File: src/rtl/maf_norm_pkg.sv
// Shared widths, mode encodings and packed-result types for the MAF
// normalize-and-round back end.
package maf_norm_pkg;

    localparam logic [2:0] MODE_SP = 3'b000;
    localparam logic [2:0] MODE_DH = 3'b001;

    localparam int BIAS_SP = 127;
    localparam int BIAS_HP = 15;
    localparam int EMAX_SP = 255;
    localparam int EMAX_HP = 31;

    localparam int W_SUM  = 76;
    localparam int W_LANE = 38;

    // Per-lane exponent field width in E_in for dual-half mode.
    localparam int W_EHP  = 6;

    localparam int MANT_SP = 23;
    localparam int MANT_HP = 10;

    typedef struct packed {
        logic        sign;
        logic [7:0]  exp;
        logic [22:0] mant;
    } sp_result_t;

    typedef struct packed {
        logic        sign;
        logic [4:0]  exp;
        logic [9:0]  mant;
    } hp_result_t;

    // Rounded lane result sized for the widest format; half lanes use the
    // low bits of exp and mant.
    typedef struct packed {
        logic        sign;
        logic [7:0]  exp;
        logic [22:0] mant;
        logic        ovf;
        logic        unf;
        logic        inx;
    } lane_res_t;

endpackage

File: src/rtl/maf_lzc.sv
// Combinational 38-bit leading-zero counter; an all-zero input reports 38.
module maf_lzc import maf_norm_pkg::*; (
    input  logic [W_LANE-1:0] data,
    output logic [5:0]        count
);

    // Scan upward so the highest set bit determines the final count.
    always_comb begin
        count = 6'(W_LANE);
        for (int i = 0; i < W_LANE; i++) begin
            if (data[i]) begin
                count = 6'(W_LANE - 1 - i);
            end
        end
    end

endmodule

File: src/rtl/norm_round_stage.sv
// Two-register normalize / round-to-nearest-even / pack stage for one fp32
// lane or two fp16 lanes, with valid/ready backpressure.
module norm_round_stage import maf_norm_pkg::*; (
    input  logic             clk,
    input  logic             rstn,
    input  logic             in_valid,
    output logic             in_ready,
    input  logic [2:0]       cont,
    input  logic [W_SUM-1:0] M_sum,
    input  logic [11:0]      E_in,
    input  logic [1:0]       S_in,
    output logic             out_valid,
    input  logic             out_ready,
    output logic [31:0]      result,
    output logic [2:0]       cont_out,
    output logic [1:0]       ovf,
    output logic [1:0]       unf,
    output logic [1:0]       inx,
    output logic             invalid
);

    // Round one lane whose leading one sits at norm[75]. mant_w selects the
    // fraction width; everything below guard folds into sticky.
    function automatic lane_res_t round_lane(
        input logic [W_SUM-1:0]  norm,
        input logic [4:0]        mant_w,
        input logic signed [13:0] emax,
        input logic signed [13:0] e_pre,
        input logic              sign,
        input logic              zero
    );
        lane_res_t          r;
        logic [22:0]        mant;
        logic [23:0]        mant_inc;
        logic [W_SUM-1:0]   tail;
        logic [6:0]         g_idx;
        logic               g;
        logic               st;
        logic               rnd;
        logic signed [13:0] e;
        r        = '0;
        mant     = norm[74:52] >> (5'd23 - mant_w);
        g_idx    = 7'd74 - {2'b00, mant_w};
        g        = norm[g_idx];
        tail     = norm << ({2'b00, mant_w} + 7'd2);
        st       = |tail;
        rnd      = g & (st | mant[0]);
        mant_inc = {1'b0, mant} + {23'b0, rnd};
        e        = e_pre;
        if (mant_inc[mant_w]) begin
            mant = '0;
            e    = e_pre + 14'sd1;
        end else begin
            mant = mant_inc[22:0];
        end
        r.sign = sign;
        if (zero) begin
            r = '0;
        end else if (e >= emax) begin
            r.exp = emax[7:0];
            r.ovf = 1'b1;
            r.inx = 1'b1;
        end else if (e <= 14'sd0) begin
            r.unf = 1'b1;
            r.inx = 1'b1;
        end else begin
            r.exp  = e[7:0];
            r.mant = mant;
            r.inx  = g | st;
        end
        return r;
    endfunction

    // ---------------- handshake ----------------
    logic v1_reg;
    logic v2_reg;
    logic ready1;
    logic ready2;

    assign ready2    = !v2_reg | out_ready;
    assign ready1    = !v1_reg | ready2;
    assign in_ready  = ready1;
    assign out_valid = v2_reg;

    // ---------------- N1: leading-zero counts ----------------
    logic [1:0][5:0] lz_lane;
    logic [6:0]      lzc_sp;

    genvar gi;
    generate
        for (gi = 0; gi < 2; gi++) begin : g_lzc
            maf_lzc u_lzc (
                .data  (M_sum[gi*W_LANE +: W_LANE]),
                .count (lz_lane[gi])
            );
        end
    endgenerate

    // The low lane only matters when the whole high lane is zero.
    assign lzc_sp = (lz_lane[1] < 6'(W_LANE)) ? {1'b0, lz_lane[1]}
                                              : 7'(W_LANE) + {1'b0, lz_lane[0]};

    logic [W_SUM-1:0] m1_reg;
    logic [6:0]       lzc_sp_reg;
    logic [1:0][5:0]  lz_lane_reg;
    logic [11:0]      e1_reg;
    logic [1:0]       s1_reg;
    logic [2:0]       cont1_reg;

    // First pipeline register: capture operand plus its leading-zero counts.
    always_ff @(posedge clk) begin
        if (!rstn) begin
            v1_reg      <= 1'b0;
            m1_reg      <= '0;
            lzc_sp_reg  <= '0;
            lz_lane_reg <= '0;
            e1_reg      <= '0;
            s1_reg      <= '0;
            cont1_reg   <= '0;
        end else if (ready1) begin
            v1_reg      <= in_valid;
            m1_reg      <= M_sum;
            lzc_sp_reg  <= lzc_sp;
            lz_lane_reg <= lz_lane;
            e1_reg      <= E_in;
            s1_reg      <= S_in;
            cont1_reg   <= cont;
        end
    end

    // ---------------- N2: normalize, round, pack ----------------
    logic [W_SUM-1:0]   norm_sp;
    logic signed [13:0] e_sp;
    lane_res_t          sp_res;

    assign norm_sp = m1_reg << lzc_sp_reg;
    assign e_sp    = $signed({2'b00, e1_reg}) + 14'sd2 - $signed({7'b0, lzc_sp_reg});
    assign sp_res  = round_lane(norm_sp, 5'(MANT_SP), 14'(EMAX_SP), e_sp,
                                s1_reg[0], m1_reg == '0);

    logic [W_LANE-1:0] lane_norm [2];
    logic signed [7:0] e_hp      [2];
    lane_res_t         hp_res    [2];
    hp_result_t        hp_pack   [2];

    generate
        for (gi = 0; gi < 2; gi++) begin : g_lane
            assign lane_norm[gi] = m1_reg[gi*W_LANE +: W_LANE] << lz_lane_reg[gi];
            assign e_hp[gi]      = $signed({2'b00, e1_reg[gi*W_EHP +: W_EHP]}) + 8'sd2
                                 - $signed({2'b00, lz_lane_reg[gi]});
            assign hp_res[gi]    = round_lane({lane_norm[gi], {W_LANE{1'b0}}},
                                              5'(MANT_HP), 14'(EMAX_HP),
                                              {{6{e_hp[gi][7]}}, e_hp[gi]},
                                              s1_reg[gi],
                                              m1_reg[gi*W_LANE +: W_LANE] == '0);
            assign hp_pack[gi]   = '{sign: hp_res[gi].sign,
                                     exp:  hp_res[gi].exp[4:0],
                                     mant: hp_res[gi].mant[9:0]};
        end
    endgenerate

    sp_result_t  sp_pack;
    logic [31:0] result_next;
    logic [1:0]  ovf_next;
    logic [1:0]  unf_next;
    logic [1:0]  inx_next;
    logic        invalid_next;

    assign sp_pack = '{sign: sp_res.sign, exp: sp_res.exp, mant: sp_res.mant};

    // Select the packed result and flags for the mode of the beat in N1.
    always_comb begin
        result_next  = '0;
        ovf_next     = '0;
        unf_next     = '0;
        inx_next     = '0;
        invalid_next = 1'b0;
        case (cont1_reg)
            MODE_SP: begin
                result_next = sp_pack;
                ovf_next    = {1'b0, sp_res.ovf};
                unf_next    = {1'b0, sp_res.unf};
                inx_next    = {1'b0, sp_res.inx};
            end
            MODE_DH: begin
                result_next = {hp_pack[1], hp_pack[0]};
                ovf_next    = {hp_res[1].ovf, hp_res[0].ovf};
                unf_next    = {hp_res[1].unf, hp_res[0].unf};
                inx_next    = {hp_res[1].inx, hp_res[0].inx};
            end
            default: invalid_next = 1'b1;
        endcase
    end

    // Second pipeline register: outputs hold while the consumer stalls.
    always_ff @(posedge clk) begin
        if (!rstn) begin
            v2_reg   <= 1'b0;
            result   <= '0;
            cont_out <= '0;
            ovf      <= '0;
            unf      <= '0;
            inx      <= '0;
            invalid  <= 1'b0;
        end else if (ready2) begin
            v2_reg <= v1_reg;
            if (v1_reg) begin
                result   <= result_next;
                cont_out <= cont1_reg;
                ovf      <= ovf_next;
                unf      <= unf_next;
                inx      <= inx_next;
                invalid  <= invalid_next;
            end
        end
    end

endmodule

File: config.mk
export PLATFORM = sky130hd
export DESIGN_NAME = norm_round_stage
export DESIGN_NICKNAME = d
export VERILOG_FILES = /design/src/rtl/maf_norm_pkg.sv /design/src/rtl/maf_lzc.sv /design/src/rtl/norm_round_stage.sv
export SDC_FILE = /design/constraint.sdc
export NUM_CORES = 1
export LEC_CHECK = 0
export ABC_AREA = 1
export CAP_MARGIN = 20
export CORE_UTILIZATION = 25
export DETAILED_ROUTE_END_ITERATION = 16
export REMOVE_ABC_BUFFERS = 1
export SLEW_MARGIN = 10
export SYNTH_ARGS = -nofsm -noshare
export SYNTH_HDL_FRONTEND = slang
export SYNTH_HIERARCHICAL = 1
export SYNTH_SLANG_ARGS = --single-unit
File: constraint.sdc
create_clock -name clk -period 8.1 [get_ports clk]
set_input_delay 1.62 -clock clk [delete_from_list [all_inputs] [get_ports clk]]
set_output_delay 1.62 -clock clk [all_outputs]
set_load 0.005 [all_outputs]
; Word level (Yosys, flattened, before mapping)
; Index checks and enable logic that the tools add are counted.
[op_classes]
muxes = 118
n_shift = 3
n_lt_le_gt_ge = 7
eq_ne = 1
n_bitwise = 11
reduce_logical = 11
n_addsub = 13
[op_table]
columns = operator, count
row1 = $mux 6, 64
row2 = $mux 31, 3
row3 = $mux 23, 4
row4 = $logic_not 38->1, 2
row5 = $logic_not 76->1, 1
row6 = $shl 38x6->37, 2
row7 = $shl 76x7->75, 1
row8 = $pmux 32 s2, 1
row9 = $mux 28, 2
row10 = $reduce_or 26->1, 2
row11 = $reduce_or 51->1, 1
row12 = $le 14x1->1 const B, 3
row13 = $mux 14, 3
row14 = $mux 34, 1
row15 = $ge 14x6->1 const B, 2
row16 = $add 23x1->24, 1
row17 = $mux 3, 8
row18 = $add 10x1->11, 2
row19 = $mux 10, 2
row20 = $mux 1, 19
row21 = $add 8x2->9 const B, 2
row22 = $sub 7x6->8, 2
row23 = $add 14x2->14 const B, 1
row24 = $add 6x2->7 const B, 2
row25 = other kinds (17), 33
[word_totals]
regBits = 156
word_cells = 179
inputBits = 97

; Logic depth before layout (Yosys ltp)
; Gate-level depths: netlist (run 1).
[depth]
ltp_word = 40
depth_mapped = 41

; Modules after synthesis
; Netlist (run 1), hierarchy kept.
[modules_own_cells]
columns = mod, n_inst, area_per_inst_um2, cells_each, seq_area_each_um2
row1 = norm_round_stage, 1, 17924.7, 3244, 3123.0
row2 = maf_lzc, 2, 561.8, 124, 0.0

; Least setup slack after synthesis (run 1)
; No wires, ideal clock.
[synth_path]
kind = reg-to-reg
start = register lzc_sp_reg[6]
end = register result[20]
n_path_buf = 4
required_time_ps = 7991
stages_incl_launch_ff = 30
slack_ps = 4053
arrival_ps = 3938
setup_time_ps = 109
synth_period_minus_slack_ps = 4047
path_cell_list = dfxtp_1 > clkinv_1 > buf_1 > clkbuf_1 > clkbuf_1 > ha_1 > ha_1 > nand2_1 > inv_1 > nand3_1 > nand2_1 > nand2_1 > o21ai_0 > xor2_1 > nand2_1 > nor2_1 > nand4_1 > nand2_1 > nand3_1 > nand2_2 > nand2_1 > nor2_1 > nand2_1 > nor2_2 > nor2_4 > buf_4 > nand3b_1 > nand3_1 > nand2_1 > inv_1
[synth_via]
elab_chain_cells = 11
[synth_rtl]
columns = item, line_no
row1 = start: declaration, norm_round_stage.sv:104  ; logic [6:0] lzc_sp_reg;
row2 = start signal: assignment, norm_round_stage.sv:123  ; lzc_sp_reg <= lzc_sp;
row3 = $shl 76x7->75, norm_round_stage.sv:136  ; assign norm_sp = m1_reg << lzc_sp_reg;
row4 = $reduce_or 51->1, norm_round_stage.sv:46  ; st = |tail;
row5 = $or 1x1->1, norm_round_stage.sv:47  ; rnd = g & (st | mant[0]);
row6 = $and 1x1->1, norm_round_stage.sv:47
row7 = $add 23x1->24, norm_round_stage.sv:48  ; mant_inc = {1'b0, mant} + {23'b0, rnd};
row8 = $mux 14, norm_round_stage.sv:50  ; if (mant_inc[mant_w]) begin
row9 = $le 14x1->1, norm_round_stage.sv:63  ; end else if (e <= 14'sd0) begin
row10 = $mux 31, norm_round_stage.sv:63
row11 = $mux 23 *, norm_round_stage.sv:59  ; end else if (e >= emax) begin
row12 = $mux 34 *, norm_round_stage.sv:57  ; if (zero) begin
row13 = $pmux 32 s2 *, norm_round_stage.sv:178  ; case (cont1_reg)
row14 = end signal: assignment, norm_round_stage.sv:208  ; result <= result_next;
row15 = end: declaration, norm_round_stage.sv:14  ; output logic [31:0] result,
; Every way passes the cells marked *; elsewhere a longest branch is shown, timed or not.
; A chain may end at the register's enable or synchronous reset.

; Worst setup path in the final report (run 1)
[layout_path]
start = register lz_lane_reg[8] (netlist bit)
end = register result[27]
[layout_via]
elab_chain_cells = 11
[layout_rtl]
columns = item, line_no
row1 = start: declaration, norm_round_stage.sv:105  ; logic [1:0][5:0] lz_lane_reg;
row2 = start signal: assignment, norm_round_stage.sv:124  ; lz_lane_reg <= lz_lane;
row3 = $shl 38x6->37, norm_round_stage.sv:148  ; assign lane_norm[gi] = m1_reg[gi*W_LANE +: W_LANE] << lz_lane_reg[gi];
row4 = $reduce_or 26->1, norm_round_stage.sv:46
row5 = $or 1x1->1, norm_round_stage.sv:47
row6 = $and 1x1->1, norm_round_stage.sv:47
row7 = $add 10x1->11, norm_round_stage.sv:48
row8 = $mux 14 *, norm_round_stage.sv:50
row9 = $le 14x1->1, norm_round_stage.sv:63
row10 = $mux 28, norm_round_stage.sv:63
row11 = $mux 5 *, norm_round_stage.sv:59
row12 = $mux 31 *, norm_round_stage.sv:57
row13 = $pmux 32 s2 *, norm_round_stage.sv:178
; Marks and branches as above.

==> results of run 1 <==
## cell usage after synthesis, drive strengths merged (4+ instances only)
cell / count / area, um2
nand2: 1051 / 3990
nand3: 719 / 3640
nor2: 325 / 1300
o21ai: 303 / 1520
inv: 259 / 972
dfxtp: 156 / 3120
a21oi: 132 / 668
clkbuf: 104 / 390
buf: 94 / 559
nand4: 52 / 325
ha: 48 / 601
xor2: 41 / 359
nor3: 29 / 145
nor4: 26 / 163
xnor2: 22 / 193
nand3b: 18 / 135
or2: 14 / 87.6
mux2i: 12 / 120
o211ai: 11 / 82.6
a31oi: 9 / 56.3
clkinv: 9 / 33.8
bufinv: 8 / 140
a211oi: 6 / 45.0
a22oi: 5 / 37.5
fa: 5 / 100
a21boi: 4 / 30.0
and2: 4 / 25.0
o21a: 4 / 30.0
## cell type report
cell class                 instances  share of cell area [%]
tap                              969                    5.63
sequential                       156                    14.5
inverter                         276                    5.32
multi-input combinational       2862                    64.2
clock inverter                    14                   0.824
timing repair buffer             168                    7.47
clock buffer                      18                    2.04
## layer usage
metal  global-route usage (%)  routed length, um  part of all wire [%]  up-vias
li1                         -                  -                     -    11602
met1                     24.7              33600                    46    10447
met2                     30.8              33600                    46      631
met3                     2.57               3540                   4.9       86
met4                     6.28               1880                   2.6        0
met5                        0                  0                     0        -
## how the worst max path moves through the flow
stage	startpoint	end
2_1_floorplan	out_ready	in_ready
3_3_place_gp	lz_lane_reg[8]	result[27]
3_5_place_dp	lz_lane_reg[8]	result[27]
4_1_cts	lz_lane_reg[8]	result[27]
5_1_grt	lz_lane_reg[8]	result[27]
6_report	lz_lane_reg[8]	result[27]
## power breakdown
group          leakage, nW  switching, mW  internal (mW)
logic                 8.13          0.710          0.392
registers             1.29         0.0636          0.811
clock network        0.300          0.435          0.451
total                 9.73           1.21           1.65
## cells by family (layout without fill, tap and decap cells)
logic type / after synthesis / count (layout)
flops: 156 / 156
mux: 12 / 12
simple gates: 2245 / 2245
buf+inv: 474 / 476
fa+ha+maj: 53 / 53
compound gates: 489 / 489
xor+xnor: 63 / 63
## placed cells by master, fill, tap and decap left out, types with 6 or more instances in the layout
master           netlist  layout
nor3_1                29      29
a21oi_1              130     130
inv_1                248     244
clkinv_1               9      10
nor2_4                 5       6
inv_2                 11      14
nor4_1                26      26
nand3_1              712     712
clkbuf_16              0      17
dfxtp_1              156     152
o21ai_1               28      28
a211oi_1               6       6
nand4_1               52      52
nand2_1             1037    1037
clkdlybuf4s50_1        0     139
nand3b_1              18      18
xor2_1                41      41
o211ai_1              11      11
nor2_1               310     309
nand2_2               13      13
ha_1                  48      48
nor2_2                 9       9
xnor2_1               22      22
a31oi_1                9       9
mux2i_1               12      12
o21ai_0              273     273
nand3_2                6       6
buf_4                 13      29
or2_2                 11      11
bufinv_8               8       8
## worst register-to-register path: cells and delay by family (launching register included)
family | cells | cell delay (ps)
simple gates | 12 | 1700
buf+inv | 3 | 1140
xor+xnor | 2 | 370
compound gates | 1 | 130
fa+ha+maj | 2 | 780
flops | 1 | 910
==> metrics.log, run 1 <==
INFO  metric final-max-slew-violation-count = 0
INFO  metric cts_made_buffers = 17
INFO  metric r2r_setup_slack = 3040 ps
INFO  metric cts.repair.resized = 0
INFO  metric synth.cell_area = ~19000 um2
INFO  metric maxClockFrequency = 0.198 GHz
INFO  metric vias_in_the_first_global_route = 20807
INFO  metric finalCriticalPeriod = 5060 ps
INFO  metric route.final.wire_length = 72600 um
INFO  metric tns = 0 ps
INFO  metric clk_pin_slew = 80 ps
INFO  metric die_height = 278 um
INFO  metric multi_input_gate_area_in_the_final_layout = ~14000 um2
INFO  metric setup.worst_path.class = reg -> reg
INFO  metric gp_congestion = 0.949
INFO  metric synth.avg_cell_area = about 5.5 um2
INFO  metric irDropWorstVdd = 0.000126 V
INFO  metric power.total = roughly 2.9 mW
INFO  metric final_worst_path_period_share = around 62%
INFO  metric vias = approximately 23000
INFO  metric cts_max_path_buffers = 2
INFO  metric static-leakage-power = between 9 and 10 nW
INFO  metric ys_warn_count = 6
INFO  metric sort_of_element_at_the_end_of_the_critical_path = flop
INFO  metric timing.critical_path.fanout_max = 29
INFO  metric viasPerCell = 5.10
INFO  metric drt_first_iter_violations = 2124
INFO  metric grt_setup_unrepaired = false
INFO  metric nNetsFinal = 3631
INFO  metric die-width = 278 um
INFO  metric worst-slew-pin-transition = between 900 and 1000 ps
INFO  metric htreeDepth = 4
INFO  metric clk_root_buffer_cell = clkbuf_16
INFO  metric synth_compound_gate_area_share = between 10% and 20%
INFO  metric synth_top_family_by_area = simple AND/OR/NAND/NOR gates
INFO  metric post_cts.repair.setup_buffers = 0
INFO  metric ys.flop_type = dfxtp_1
INFO  metric timing.final.setup_violations = 0
INFO  metric tritoncts = done
INFO  metric synthArstFlopShare = 0%
INFO  metric worstPathArrival = 5510 ps
INFO  metric crit_family = simple AND/OR/NAND/NOR gates
INFO  metric clkLatencyLatePin = roughly 500 ps
INFO  metric timing.hold.worst.start = cont_out[1]
INFO  metric worst_slew_margin_rel = 37.0%
INFO  metric placement.io_buffers = between 100 and 150
INFO  metric grt_max_degree = 82
INFO  metric timing.critical_path.from_type = flop
INFO  metric status = finished clean
INFO  metric min_path_cells = 2
INFO  metric drt.antenna.violating_nets = 0
INFO  metric placement_rows = 100
INFO  metric dr.pass1.iters = 5
INFO  metric crit-reg2reg-capture = result[27]
INFO  metric largest_register_ff_count = 76
INFO  metric cts_hold_buffers = 0
INFO  metric yosys.cell_types.count = 59
INFO  metric grt_first_pass_wirelength = ~120000 um
INFO  metric pwr_density_cell = 133 nW/um2
INFO  metric drc = 0
INFO  metric min_to = cont_out[1]
INFO  metric fin_worst_skew = 18.1 ps
INFO  metric grt_usage = 18.6%
INFO  metric area_delta_synth_final = 13.1%
INFO  metric cp_cell_instances = clkinv_1, buf_4, ha_1, fa_1, xor2_1, inv_1, nor2_1, nand2_1, or2_2, nor2_1, xnor2_1, nand4_1, nand4_1, nor2_1, nand2_1, nand2_1, or2_2, a21oi_1, nor2_1, nor2_1
INFO  metric synth_enable_flop_cells = 0
INFO  metric nFillCells = 8583
INFO  metric grt_antenna_before_repair = 0
INFO  metric critical_path.most_common_cell = nor2_1
INFO  metric postPlaceCellArea = between 20000 and 25000 um2
INFO  metric wire_per_inst = 16.3 um
INFO  metric seq_area = 3130 um2
INFO  metric timing.max_cap.violations = 0
INFO  metric dp.cells = 4431
INFO  metric rr_worst_depth = 20
INFO  metric design.core.area = between 70000 and 80000 um2
INFO  metric antenna_cells_inserted = 0
INFO  metric fin_cells = 4463
INFO  metric cts_num_sinks = 156
INFO  metric hold-worst-slack = between 400 and 500 ps
INFO  metric critPathRequiredTime = 8550 ps
INFO  metric post_synth_inst_count = 3492
INFO  metric slowest_delay = ~910 ps
INFO  metric setup_ws = roughly 3000 ps
INFO  metric timing.critical_path.depth = 20
INFO  metric post_synth_fa_ha_maj_area_fraction = 3.68%
INFO  metric placement.setup.worst_slack = roughly 3100 ps
INFO  metric yosysSeqAreaShare = 16.4%
INFO  metric holdCritPathClass = reg -> reg
INFO  metric critical-path-slowest-cell = dfxtp_1
INFO  metric synth_seq_cells = 156
INFO  metric dieArea = 77300 um2
INFO  metric synthXorXnorAreaFrac = 2.90%
INFO  metric critPathBufInv = 3
INFO  metric detailed_place_hpwl = between 50000 and 60000 um
INFO  metric grt-ovfl-total = 0
INFO  metric hold_violations = 0
INFO  metric layout-drive-gt1-share = 4.04%
INFO  metric boundaryPins = 141
INFO  metric layout.cell_area.non_filler = 21500 um2
INFO  metric finalCoreUtilization = between 20% and 30%
INFO  metric floorplan.initialDensity = between 20% and 30%
INFO  metric yosys-mux-area-fraction = less than 1%
INFO  metric r2r-start = lz_lane_reg[8]
INFO  metric post_synth_and_or_nand_nor_area_fraction = 51.8%
(Power assumes the default switching activity.)
==> run 2, diff against run 1 <==
==> constraint.sdc (replaced) <==
create_clock -name clk -period 4.5 [get_ports clk]
set_input_delay 0.9 -clock clk [delete_from_list [all_inputs] [get_ports clk]]
set_output_delay 0.9 -clock clk [all_outputs]
set_load 0.005 [all_outputs]
==> run 2 against run 1 <==
- non-clock buffer count is 33 higher
- clock power is 69% higher
- hold slack better by 0.90 ps
- global-route usage is 0.57 points higher
- largest power group unchanged
==> metrics.log, run 2 (synthesized netlist as in run 1, its figures left out) <==
INFO  metric worst-slew-pin-transition = 918 ps
INFO  metric critPathRequiredTime = 4890 ps
INFO  metric holdCritPathClass = reg -> reg
INFO  metric cts_max_path_buffers = 2
INFO  metric placement_rows = 100
INFO  metric gp_congestion = a little under 1
INFO  metric route.final.wire_length = around 74000 um
INFO  metric fin_worst_skew = 20.7 ps
INFO  metric dr.pass1.iters = 6
INFO  metric grt_antenna_before_repair = 0
INFO  metric clk_pin_slew = about 90 ps
INFO  metric cts_num_sinks = 156
INFO  metric postPlaceCellArea = 21200 um2
INFO  metric setup_ws = between 400 and 500 ps
INFO  metric viasPerCell = 5.10
INFO  metric design.core.area = 74900 um2
INFO  metric timing.max_cap.violations = 0
INFO  metric wl_met1 = 33900 um
INFO  metric timing.critical_path.fanout_max = 28
INFO  metric grt_max_degree = 94
INFO  metric area_delta_synth_final = 14.8%
INFO  metric finalCoreUtilization = 29.2%
INFO  metric die-width = 278 um
INFO  metric tritoncts = done
INFO  metric timing.final.setup_violations = 0
INFO  metric drt.antenna.violating_nets = 0
INFO  metric hold-worst-slack = 472 ps
INFO  metric wl_met3 = around 3600 um
INFO  metric fin_cells = 4496
INFO  metric power.total = 5.12 mW
INFO  metric drc = 0
INFO  metric hold_violations = 0
INFO  metric largest_register_ff_count = 76
INFO  metric layout-drive-gt1-share = 4.93%
INFO  metric nNetsFinal = 3664
INFO  metric grt_usage = 19.2%
INFO  metric layout.cell_area.non_filler = 21900 um2
INFO  metric dp.cells = 4463
INFO  metric status = finished clean
INFO  metric finalCriticalPeriod = between 4000 and 5000 ps
INFO  metric slowest_delay = ~400 ps
INFO  metric tns = 0 ps
INFO  metric detailed_place_hpwl = 58800 um
INFO  metric grt_first_pass_wirelength = 118000 um
INFO  metric placement.setup.worst_slack = 440 ps
INFO  metric sort_of_element_at_the_end_of_the_critical_path = flop
INFO  metric die_height = 278 um
INFO  metric floorplan.initialDensity = 25.4%
INFO  metric clk_root_buffer_cell = clkbuf_16
INFO  metric vias_in_the_first_global_route = 21146
INFO  metric timing.critical_path.from_type = flop
INFO  metric vias = 22917
INFO  metric final-max-slew-violation-count = 0
INFO  metric met2_wirelength = 34800 um
INFO  metric worst_slew_margin_rel = 38.4%
INFO  metric drt_first_iter_violations = 2223
INFO  metric dieArea = 77300 um2
INFO  metric placement.io_buffers = 140
INFO  metric final_cell_mix = 1037 x nand2_1, 712 x nand3_1, 309 x nor2_1
INFO  metric clkLatencyLatePin = 520 ps
INFO  metric antenna_cells_inserted = 0
INFO  metric grt-ovfl-total = 0
INFO  metric setup.worst_path.class = reg -> reg
INFO  metric highest-signal-layer = met4
INFO  metric critPathBufInv = 2
INFO  metric pwr_density_cell = roughly 230 nW/um2
INFO  metric critical_path.most_common_cell = o21ai_0
INFO  metric static-leakage-power = 9.91 nW
INFO  metric final_worst_path_period_share = between 90% and 100%
INFO  metric cts_made_buffers = 17
INFO  metric layout_commonest_cell = nand2_1
INFO  metric wire_per_inst = 16.5 um
INFO  metric cp_cell_instances = inv_2, o21ai_0, o21ai_0, nand2_1, o21ai_0, o21ai_0, nor2_1, nor2_1, nand2_1, nor2_2, nand3_2, o21ai_0, inv_1, nand3_1, nand2_1, nand3_1, nand2_1, nor2_1, a21oi_1
INFO  metric worstPathArrival = 4450 ps
INFO  metric boundaryPins = 141
INFO  metric maxClockFrequency = 0.246 GHz
INFO  metric irDropWorstVdd = 0.000302 V
INFO  metric htreeDepth = 4
INFO  metric crit_family = simple AND/OR/NAND/NOR gates
INFO  metric critical-path-slowest-cell = dfxtp_1
INFO  metric grt_setup_unrepaired = false
[run 2: area by class of cell]
class / instances / area (um2)
Fill cell: 8520 / 53100
Multi-Input combinational cell: 2862 / 13800
Sequential cell: 156 / 3130
Timing Repair Buffer: 201 / 1960
Tap cell: 969 / 1210
Inverter: 276 / 1150
Clock buffer: 17 / 425
Clock inverter: 15 / 150
[run 2: final timing paths]
check        cells past startpoint            from  slack [ps]    endpoint
min reg2reg                      2          ovf[1]         470      ovf[1]
max reg2reg                     19  lz_lane_reg[0]         440  result[11]
min                              2          ovf[1]         470      ovf[1]
max                             19  lz_lane_reg[0]         440  result[11]
[run 2: routing by layer]
metal	track usage, %	vias up
met5	0	-
met3	2.03	106
met4	6.69	0
met1	25.3	10418
met2	32.3	720
li1	-	11673
[run 2: power by group]
| group | total (mW) | switching (mW) | internal (mW) | leakage (nW) |
|---|---|---|---|---|
| clock | 1.50 | 0.766 | 0.735 | 0.279 |
| sequential | 1.57 | 0.110 | 1.46 | 1.29 |
| combinational | 2.05 | 1.31 | 0.731 | 8.34 |
[run 2: repair_timing]
item / in CTS / in global routing
endpoints found under the setup margin: 0 / 14
hold buffers: 0 / 0
gates resized for setup: 0 / 2
buffers inserted: 0 / 0
[run 2: worst reg2reg max path: stages (launching register included)]
cell and delay, ps:
dfxtp_1 400, inv_2 220, o21ai_0 290, o21ai_0 150, nand2_1 80, o21ai_0 110, o21ai_0 300, nor2_1 120
nor2_1 240, nand2_1 100, nor2_2 290, nand3_2 290, o21ai_0 390, inv_1 70, nand3_1 130, nand2_1 90
nand3_1 210, nand2_1 160, nor2_1 230, a21oi_1 90
==> run 3, diff against run 2 <==
--- a/config.mk
+++ b/config.mk
@@ -7,8 +7,9 @@
 export LEC_CHECK = 0
 export ABC_AREA = 1
 export CAP_MARGIN = 20
-export CORE_UTILIZATION = 25
+export CORE_UTILIZATION = 50
 export DETAILED_ROUTE_END_ITERATION = 16
+export PLACE_DENSITY = 0.72
 export REMOVE_ABC_BUFFERS = 1
 export SLEW_MARGIN = 10
 export SYNTH_ARGS = -nofsm -noshare
==> run 3 against run 2 <==
- clock skew fell by 9.5 ps
- final area is 2.3% lower
- cell count decreased by 10%
- worst setup slack got worse by 59 ps
- utilization grew 28 points
- total power is 0.72% higher
- clock power hardly changed
- critical path type unchanged
- largest cell class unchanged
- combinational power about the same
- sequential power barely moved
- clock-buffer cell count is 1 higher
- critical path depth rose by 4
==> metrics.log, run 3 (synthesized netlist as in run 1, its figures left out) <==
INFO  metric status = finished clean
INFO  metric finalCoreUtilization = 56.9%
INFO  metric viasPerCell = 5.89
INFO  metric boundaryPins = 141
INFO  metric worst-slew-pin-transition = around 870 ps
INFO  metric wire_per_inst = 18.4 um
INFO  metric worst_slew_margin_rel = 42.0%
INFO  metric critPathRequiredTime = 4960 ps
INFO  metric r2r_setup_slack = 380 ps
INFO  metric cts_max_path_buffers = 2
INFO  metric setup.worst_path.class = reg -> reg
INFO  metric largest_register_ff_count = 76
INFO  metric worst_setup_path_startpoint = e1_reg[3]
INFO  metric placement.setup.worst_slack = -149 ps
INFO  metric clkLatencyLatePin = 510 ps
INFO  metric final_cell_mix = 1037 x nand2_1, 712 x nand3_1, 309 x nor2_1
INFO  metric hold-worst-slack = 475 ps
INFO  metric dieArea = 38900 um2
INFO  metric floorplan.initialDensity = between 50% and 60%
INFO  metric worstPathArrival = 4580 ps
INFO  metric endpoint = result[8]
INFO  metric htreeDepth = 4
INFO  metric drc = 0
INFO  metric detailed_place_hpwl = 58200 um
INFO  metric setup_ws = 378 ps
INFO  metric vias = ~24000
INFO  metric timing.final.setup_violations = 0
INFO  metric fin_worst_skew = roughly 11 ps
INFO  metric tritoncts = done
INFO  metric cts_hold_buffers = 0
INFO  metric vias_in_the_first_global_route = between 20000 and 25000
INFO  metric final_worst_path_period_share = between 90% and 100%
INFO  metric gp_congestion = 1.01
INFO  metric die-width = 197 um
INFO  metric grt_antenna_before_repair = 2
INFO  metric timing.critical_path.from_type = flop
INFO  metric nNetsFinal = ~3700
INFO  metric design.core.area = 37600 um2
INFO  metric r2r-start = e1_reg[3]
INFO  metric placement.io_buffers = 140
INFO  metric layout_commonest_cell = nand2_1
INFO  metric grt-ovfl-total = 0
INFO  metric hold_violations = 0
INFO  metric grt_first_pass_wirelength = 118000 um
INFO  metric rr_worst_depth = 23
INFO  metric power.total = just over 5 mW
INFO  metric post_cts.repair.setup_buffers = 0
INFO  metric route.final.wire_length = 74500 um
INFO  metric grt_setup_unrepaired = false
INFO  metric pwr_density_cell = about 240 nW/um2
INFO  metric clk_pin_slew = roughly 80 ps
INFO  metric clk_root_buffer_cell = clkbuf_16
INFO  metric sort_of_element_at_the_end_of_the_critical_path = flop
INFO  metric irDropWorstVdd = 0.000263 V
INFO  metric finalCriticalPeriod = slightly above 4000 ps
INFO  metric maxClockFrequency = 0.243 GHz
INFO  metric drt_first_iter_violations = between 2000 and 2500
INFO  metric grt_max_degree = 138
INFO  metric dr.pass1.iters = 7
INFO  metric grt_usage = 38.7%
INFO  metric static-leakage-power = between 9 and 10 nW
INFO  metric timing.critical_path.fanout_max = 14
INFO  metric drt.antenna.violating_nets = 0
INFO  metric timing.max_cap.violations = 0
INFO  metric cts_made_buffers = 17
INFO  metric crit-reg2reg-capture = result[8]
INFO  metric dp.cells = between 4000 and 5000
INFO  metric final-max-slew-violation-count = 0
INFO  metric die_height = 197 um
INFO  metric area_delta_synth_final = 12.2%
INFO  metric cts.repair.resized = 0
INFO  metric layout-drive-gt1-share = under 10%
INFO  metric fin_cells = 4044
INFO  metric placement_rows = 71
INFO  metric holdCritPathClass = reg -> reg
INFO  metric cts_num_sinks = around 160
-- run 3: cell count changes in the layout (fill, tap and decap cells not counted), moves of 2 or more --
cell,delta
buf_12,+3
buf_4,+3
clkinv_4,+2
inv_6,-2
nor3_1,-2
nor3_2,+2
-- run 3: worst min-delay path by stage --
stage | start | to | slack, ps | cells after the start
CTS | cont_out[2] | cont_out[2] | 470 | 2
finish | cont_out[2] | cont_out[2] | 480 | 2
global route | inx[1] | inx[1] | 500 | 2
floorplan | lzc_sp_reg[6] | lzc_sp_reg[6] | 450 | 2
global placement | cont_out[1] | cont_out[1] | 450 | 2
detailed placement | cont_out[1] | cont_out[1] | 460 | 2
-- run 3: routing by layer --
metal  vias to the layer above  track usage [%]  part of all wire [%]
met1                     10911             47.0                    41
met2                      1009             63.7                    46
met4                         2             23.2                   5.8
met3                       200             6.78                   6.9
li1                      11712                -                     -
met5                         -                0                 0.017
-- run 3: critical path: stages (launching register included) --
cell,delay [ps]
dfxtp_1,480
ha_1,300
ha_1,390
a21oi_1,270
nand2_1,110
nand3_1,90
nand2_1,130
xor2_1,280
inv_1,120
nor3_1,330
nand3_1,150
xor2_1,170
nand3_1,80
nand2_1,70
inv_1,50
nand3_1,80
nor2_1,130
nand2_2,130
nor2_4,210
buf_4,240
nand3b_1,100
nand3_1,90
nand2_1,50
inv_1,50
-- run 3: report_power, final --
part	leakage (nW)	switching, mW	internal, mW
Combinational	8.37	1.31	0.739
Sequential	1.29	0.118	1.46
Clock	0.280	0.740	0.781
-- run 3: final cells by class --
| class | count | area, um2 |
|---|---|---|
| clock buffers | 18 | 429 |
| inverters | 276 | 1150 |
| fillers | 3941 | 16200 |
| clock inverters | 14 | 153 |
| repair buffers | 206 | 2010 |
| diodes | 1 | 2.50 |
| well taps | 511 | 639 |
| multi-input cells | 2862 | 13900 |
| flip-flops and latches | 156 | 3130 |
-- run 3: stage by stage --
step	setup TNS [ps]	cell area, um2
CTS	0	21300
finish	0	21400
global route	0	21400
global placement	-61.9	20800
detailed placement	-149	20800
floorplan	-336360	18100
